## src/rtl/tdm_demux4.sv

```systemverilog
// tdm_demux4 -- four-slot time-division demultiplexer.
//
// A serial stream of W-bit beats, framed by a sync marker on slot 0, is
// unpacked into four parallel channels. Slots 0..2 are held in shadow
// registers while the frame is in progress. The fourth beat commits the
// whole frame to q0..q3 in one edge and raises a one-cycle frame_valid.
// Framing violations raise a one-cycle frame_err instead.
//
// Handshake: a beat (din plus sync) is accepted on every rising edge where
// din_valid=1. There is no back-pressure. Cycles with din_valid=0 are gaps
// and leave all state untouched. frame_valid and frame_err are registered
// strobes that are high for exactly one cycle after the edge that caused them.
//
// state_dbg exposes the framer state for external checkers:
// 0 = IDLE (unsynchronised), 1 = RUN (synchronised).

module tdm_demux4 #(
  parameter int W = 1
) (
  input  logic         clk,
  input  logic         rst,
  input  logic [W-1:0] din,
  input  logic         din_valid,
  input  logic         sync,
  output logic [W-1:0] q0,
  output logic [W-1:0] q1,
  output logic [W-1:0] q2,
  output logic [W-1:0] q3,
  output logic         frame_valid,
  output logic         frame_err,
  output logic [1:0]   s,
  output logic         state_dbg
);

  typedef enum logic {
    ST_IDLE = 1'b0,
    ST_RUN  = 1'b1
  } state_e;

  state_e       state_q, state_d;
  logic [1:0]   s_q, s_d;

  logic [W-1:0] sh0_q, sh1_q, sh2_q;
  logic [W-1:0] q0_q, q1_q, q2_q, q3_q;
  logic         fv_q, fe_q;

  // Datapath strobes decoded from the current state and the accepted beat.
  logic         wr_sh0;
  logic         wr_sh1;
  logic         wr_sh2;
  logic         commit;
  logic         err;

  // State register and slot counter; both only move on accepted beats.
  always_ff @(posedge clk or posedge rst) begin
    if (rst) begin
      state_q <= ST_IDLE;
      s_q     <= 2'd0;
    end else begin
      state_q <= state_d;
      s_q     <= s_d;
    end
  end

  // Next-state logic: synchronise on sync, drop back to IDLE on a lost slot 0.
  always_comb begin
    state_d = state_q;
    s_d     = s_q;
    if (din_valid) begin
      unique case (state_q)
        ST_IDLE: begin
          // Beats without sync are discarded silently while unsynchronised.
          if (sync) begin
            state_d = ST_RUN;
            s_d     = 2'd1;
          end
        end
        ST_RUN: begin
          if (sync) begin
            // A sync beat always starts a new frame, early or on time.
            s_d = 2'd1;
          end else if (s_q == 2'd0) begin
            // Slot 0 arrived without its marker: lose lock.
            state_d = ST_IDLE;
            s_d     = 2'd0;
          end else begin
            // Slots 1..3; slot 3 wraps the counter back to 0.
            s_d = s_q + 2'd1;
          end
        end
        default: begin
          state_d = ST_IDLE;
          s_d     = 2'd0;
        end
      endcase
    end
  end

  // Output decode: which shadow register loads, frame commit, framing error.
  always_comb begin
    wr_sh0 = 1'b0;
    wr_sh1 = 1'b0;
    wr_sh2 = 1'b0;
    commit = 1'b0;
    err    = 1'b0;
    if (din_valid) begin
      unique case (state_q)
        ST_IDLE: begin
          wr_sh0 = sync;
        end
        ST_RUN: begin
          if (sync) begin
            wr_sh0 = 1'b1;
            // Sync anywhere but slot 0 abandons the partial frame.
            err    = (s_q != 2'd0);
          end else begin
            unique case (s_q)
              2'd0: err    = 1'b1;
              2'd1: wr_sh1 = 1'b1;
              2'd2: wr_sh2 = 1'b1;
              2'd3: commit = 1'b1;
              default: err = 1'b0;
            endcase
          end
        end
        default: begin
          err = 1'b0;
        end
      endcase
    end
  end

  // Shadow registers for slots 0..2; never cleared on error, only overwritten.
  always_ff @(posedge clk or posedge rst) begin
    if (rst) begin
      sh0_q <= '0;
      sh1_q <= '0;
      sh2_q <= '0;
    end else begin
      if (wr_sh0) sh0_q <= din;
      if (wr_sh1) sh1_q <= din;
      if (wr_sh2) sh2_q <= din;
    end
  end

  // Channel outputs: the whole frame lands at once on the slot-3 beat.
  always_ff @(posedge clk or posedge rst) begin
    if (rst) begin
      q0_q <= '0;
      q1_q <= '0;
      q2_q <= '0;
      q3_q <= '0;
    end else if (commit) begin
      q0_q <= sh0_q;
      q1_q <= sh1_q;
      q2_q <= sh2_q;
      q3_q <= din;
    end
  end

  // One-cycle strobes; commit and err are mutually exclusive by decode.
  always_ff @(posedge clk or posedge rst) begin
    if (rst) begin
      fv_q <= 1'b0;
      fe_q <= 1'b0;
    end else begin
      fv_q <= commit;
      fe_q <= err;
    end
  end

  assign q0          = q0_q;
  assign q1          = q1_q;
  assign q2          = q2_q;
  assign q3          = q3_q;
  assign frame_valid = fv_q;
  assign frame_err   = fe_q;
  assign s           = s_q;
  assign state_dbg   = (state_q == ST_RUN);

endmodule

```

## config.mk

```make
export PLATFORM = sky130hd
export DESIGN_NAME = tdm_demux4
export DESIGN_NICKNAME = d
export VERILOG_FILES = /design/src/rtl/tdm_demux4.sv
export SDC_FILE = /design/constraint.sdc
export NUM_CORES = 1
export LEC_CHECK = 0
export CORE_MARGIN = 2
export CORE_UTILIZATION = 45
export DETAILED_ROUTE_END_ITERATION = 10
export HOLD_SLACK_MARGIN = 0.12
export PLACE_DENSITY = 0.73
export SYNTH_ARGS = -nofsm -noshare
export SYNTH_HDL_FRONTEND = slang
export SYNTH_SLANG_ARGS = --single-unit
```

## constraint.sdc

```tcl
create_clock -name clk -period 2.1 [get_ports clk]
set_input_delay 0.315 -clock clk [delete_from_list [all_inputs] [get_ports clk]]
set_output_delay 0.315 -clock clk [all_outputs]
set_load 0.02 [all_outputs]
```

# After elaboration in Yosys (flattened, before gate mapping)
# Cells that the tools add are included.
# totals
regBits	12
wordCells	46
in_bits	5
# classes
reduce_logical	3
n_bitwise	1
addsub	1
n_mux	26
n_eq_ne	4
# ops
operator	n
$mux 1	20
$mux 2	3
$eq 2x2->1 const B	2
$pmux 1 s2	2
$pmux 2 s2	1
$add 2x1->2 const B	1
$eq 2x1->1 const B	1
$logic_not 2->1	1
$ne 2x2->1 const B	1
$reduce_and 2->1	1
$reduce_bool 2->1	1
$not 1->1	1

# Logic depth before layout (Yosys ltp)
# depth
ltp_word	5
ltp_mapped	4
mapped_depth_nobuf	4

# Worst setup path before layout
# OpenSTA, ideal clock, no wires.
# synth_path
kind	register to register
startpoint	register s_q[0] (netlist: s[0])
endpoint	register sh2_q
t_arrival_ns	1.193
stages_incl_launch_ff	5
path_slack_ns	0.780
path_buffers	0
synth_period_minus_slack_ns	1.320
t_required_ns	1.973
path_cell_list	dfrtp_1 > inv_1 > ha_1 > nand4b_1 > mux2_1
# synth_via
elab_chain_len	5
# synth_rtl
element	line	text
start, declared	41	logic [1:0] s_q, s_d;
start signal, assigned	58	s_q <= 2'd0;
start signal, assigned	61	s_q <= s_d;
$eq 2x2->1	117	unique case (s_q)
$mux 1	117	
$mux 1	112	if (sync) begin
$mux 1	107	unique case (state_q)
$mux 1	106	if (din_valid) begin
end signal, assigned	142	if (wr_sh2) sh2_q <= din;
end, declared	43	logic [W-1:0] sh0_q, sh1_q, sh2_q;
# Every way passes these cells.
# A chain may end at the register's enable or synchronous reset.

# Worst setup path after layout
# layout_path
startpoint	register state_q (netlist: state_dbg)
endpoint	output port state_dbg
# layout_rtl
element	line	text
start, declared	40	state_e state_q, state_d;
start signal, assigned	60	state_q <= state_d;
end, declared	32	output logic state_dbg
# No word-level cell between the ends.

==> flow_metrics.py <==
metrics = {
    "cts": {
        "htree_levels": 1,
        "cts_sinks": 12,
        "cts.reportedPaths.clkPinSlew_ns": 0.07,
        "numCtsBuffers": 3,
        "cts_tree": "built",
        "clock_latency_ns": 0.26,
        "cts_buffer_depth": 2,
        "cts-root-buf": "clkbuf_4",
        "post_cts_buffers": 0,
        "ctsHoldBuffers": 0,
        "cts_resized": 0,
    },
    "die": {
        "die-width_um": 40.5,
        "die-area_sq_um": 1640,
        "coreArea_sq_um": 1270,
        "fp.dieH_um": 40.5,
        "ios": 14,
        "num_rows": 13,
        "initial_utilization_pct": 47.2,
    },
    "synthesis": {
        "synth-simple-area-share_pct": 12.9,
        "synth_area_per_cell_sq_um": 13.0,
        "yosysSeqAreaShare_pct": 50.1,
        "postSynthNetCount": 57,
        "synth_warnings": 0,
        "syn_area_sq_um": 599,
        "yosysUniqueCellTypes": 17,
        "yosys.area_share.adder_pct": 12.5,
        "synth-compound-area-share_pct": 5.01,
        "ys_ff_latch": 12,
        "synth_top_family_by_area": "multiplexers",
        "postSynthCellCount": 46,
        "synthMuxAreaShare_pct": 13.2,
        "synth_xor_area_share_pct": 0,
    },
    "worst_setup_path": {
        "path_buf_inv": 1,
        "r2r_start": "s[1]",
        "required_ns": 1.78,
        "crit_path_max_incr_delay_ns": 0.68,
        "end_kind": "output port",
        "worstPathArrival_ns": 1.51,
        "cp_slowest_cell": "clkdlybuf4s50_1",
        "setup.worst_path.end": "state_dbg",
        "rr_worst_depth": 3,
        "crit_path_cell_trace": "clkdlybuf4s50_1",
        "crit_start": "state_dbg",
        "crit_cells": 1,
        "path_max_fanout": 11,
        "critical_path_class": "flop to output port",
        "crit_family": "buffers and inverters",
        "reg2reg_to": "q1",
        "crit_path_start_kind": "flop",
        "r2r_slack_ns": 0.81,
    },
    "final_layout": {
        "utilization_pct": 60.4,
        "syn_to_final_growth_pct": 27.8,
        "antennaDiodeCount": 0,
        "drive_above_1_share_pct": 16.4,
        "finalNetCount": 73,
    },
    "drt": {
        "drc": 0,
        "drt-vias-per-instance": 5.12,
        "vias": 389,
        "avgRoutedWirePerCell_um": 12.9,
        "dr.pass1.iters": 2,
        "drt_iter0_markers": 2,
        "postRouteAntennaNets": 0,
        "wirelength_um": 978,
    },
    "sta": {
        "relSlewSlack_pct": 68.9,
        "fin_ws_ns": 0.271,
        "setup_viol": 0,
        "tightest_slew_ns": 0.466,
        "min_period_ns": 1.83,
        "period_share_pct": 87.1,
        "skew_ns": 0.00387,
        "slew_viol_final": 0,
        "hold_violations": 0,
        "rsz0062_at_grt": "false",
        "fin_setup_tns_ns": 0,
        "fmax_mhz": 547,
        "holdWs_ns": 0.360,
    },
    "grt": {
        "grt_max_degree": 13,
        "grt_pass1_wl_um": 1430,
        "grt_antenna_before_repair": 0,
        "gr-total-overflow": 0,
        "grt_pass1_vias": 337,
        "grtUsageTotal_pct": 14.0,
    },
    "power_and_ir_drop": {
        "p_comb_share_pct": 40.6,
        "p_total_uw": 958,
        "power_density_nw_per_um2": 1250,
        "p_int_uw": 626,
        "p_sw_uw": 333,
        "seqPwrFrac_pct": 41.0,
        "p_leak_uw": 0.000376,
        "clockPowerShare_pct": 18.4,
        "ir_drop_uv": 622,
        "p_sw_share_pct": 34.7,
    },
    "place": {
        "gp_congestion": 0.695,
        "place_ws_ns": 0.411,
        "port_buffers": 13,
    },
    "outcome": {
        "outcome": "complete, no violations",
    },
    "run": {
        "max-cap-violations": 0,
    },
    "hold_path": {
        "hold_path.class": "input port to async pin",
    },
}
## final cells by class
class                           count  area [sq um]
Timing Repair Buffer               13           130
Clock buffer                        4          36.3
Tap cell                           15          18.8
Inverter                            5          18.8
Fill cell                         111           503
Multi-Input combinational cell     27           262
Sequential cell                    12           300
## synth_stat cells
master,count,area share (%)
o311ai_0,1,1.5
inv_1,5,3.1
nand4b_1,3,4.4
dfrtp_1,12,50
a31oi_1,1,1.0
mux2_2,5,9.4
buf_6,1,1.9
mux2_1,2,3.8
ha_1,6,13
nor4bb_1,1,1.7
a21oi_1,2,1.7
nand2_1,2,1.3
o21ai_0,1,0.83
buf_4,1,1.3
nor2_1,1,0.63
nand2b_1,1,1.0
nand4b_4,1,4.0
## worst min-delay path by stage
| stage | to | slack [ns] | cells after the start |
|---|---|---|---|
| 6_report | frame_err | 0.36 | 2 |
| 3_3_place_gp | sh1_q | 0.47 | 1 |
| 2_1_floorplan | frame_err | 0.18 | 1 |
| 4_1_cts | frame_err | 0.36 | 2 |
| 3_5_place_dp | sh1_q | 0.49 | 1 |
| 5_1_grt | sh1_q | 0.40 | 2 |
## power groups by stage
| stage | Sequential, uW | Combinational (uW) | Clock (uW) |
|---|---|---|---|
| after floorplan | 452 | 170 | 0 |
| after CTS | 393 | 395 | 185 |
| after detailed placement | 401 | 393 | 0 |
| final | 393 | 389 | 177 |
| after global routing | 406 | 424 | 195 |
| after global placement | 392 | 385 | 0 |
## cells by family after synthesis
kind of cell,count (synthesis)
multiplexers,7
flip-flops,12
buffers and inverters,7
AND/OR/NAND/NOR,9
adder cells (fa/ha/maj),6
AO/OA/AOI/OAI,5
## placed cells by master (no fill, tap or decap), types with 2 or more instances in the layout
| cell type | instances |
|---|---|
| clkdlybuf4s50_1 | 13 |
| nand4b_1 | 3 |
| a21oi_1 | 2 |
| inv_1 | 5 |
| dfrtp_1 | 12 |
| mux2_2 | 5 |
| ha_1 | 6 |
| mux2_1 | 2 |
| nand2_1 | 2 |
| clkbuf_4 | 3 |
## sequential cells by signal (all words and copies together), names as in the netlist
| register | count |
|---|---|
| sh2_q | 1 |
| q1 | 1 |
| frame_valid | 1 |
| frame_err | 1 |
| s | 2 |
| q0 | 1 |
| state_dbg | 1 |
| q3 | 1 |
| sh1_q | 1 |
| q2 | 1 |
| sh0_q | 1 |
## routing by layer
| layer | global-route usage (%) | part of all wire (%) | vias to the layer above |
|---|---|---|---|
| met5 | 0 | 0 | - |
| met4 | 12.5 | 1.9 | 0 |
| met3 | 1.67 | 2.5 | 2 |
| met2 | 20.2 | 49 | 7 |
| met1 | 17.8 | 47 | 192 |
| li1 | - | - | 188 |
## per-stage QoR
| step | cells | instance area, sq um |
|---|---|---|
| floorplan | 46 | 599 |
| global placement | 72 | 729 |
| detailed placement | 72 | 729 |
| CTS | 76 | 766 |
| global route | 76 | 766 |
| finish | 76 | 766 |
Power figures use the tool's default switching activity.
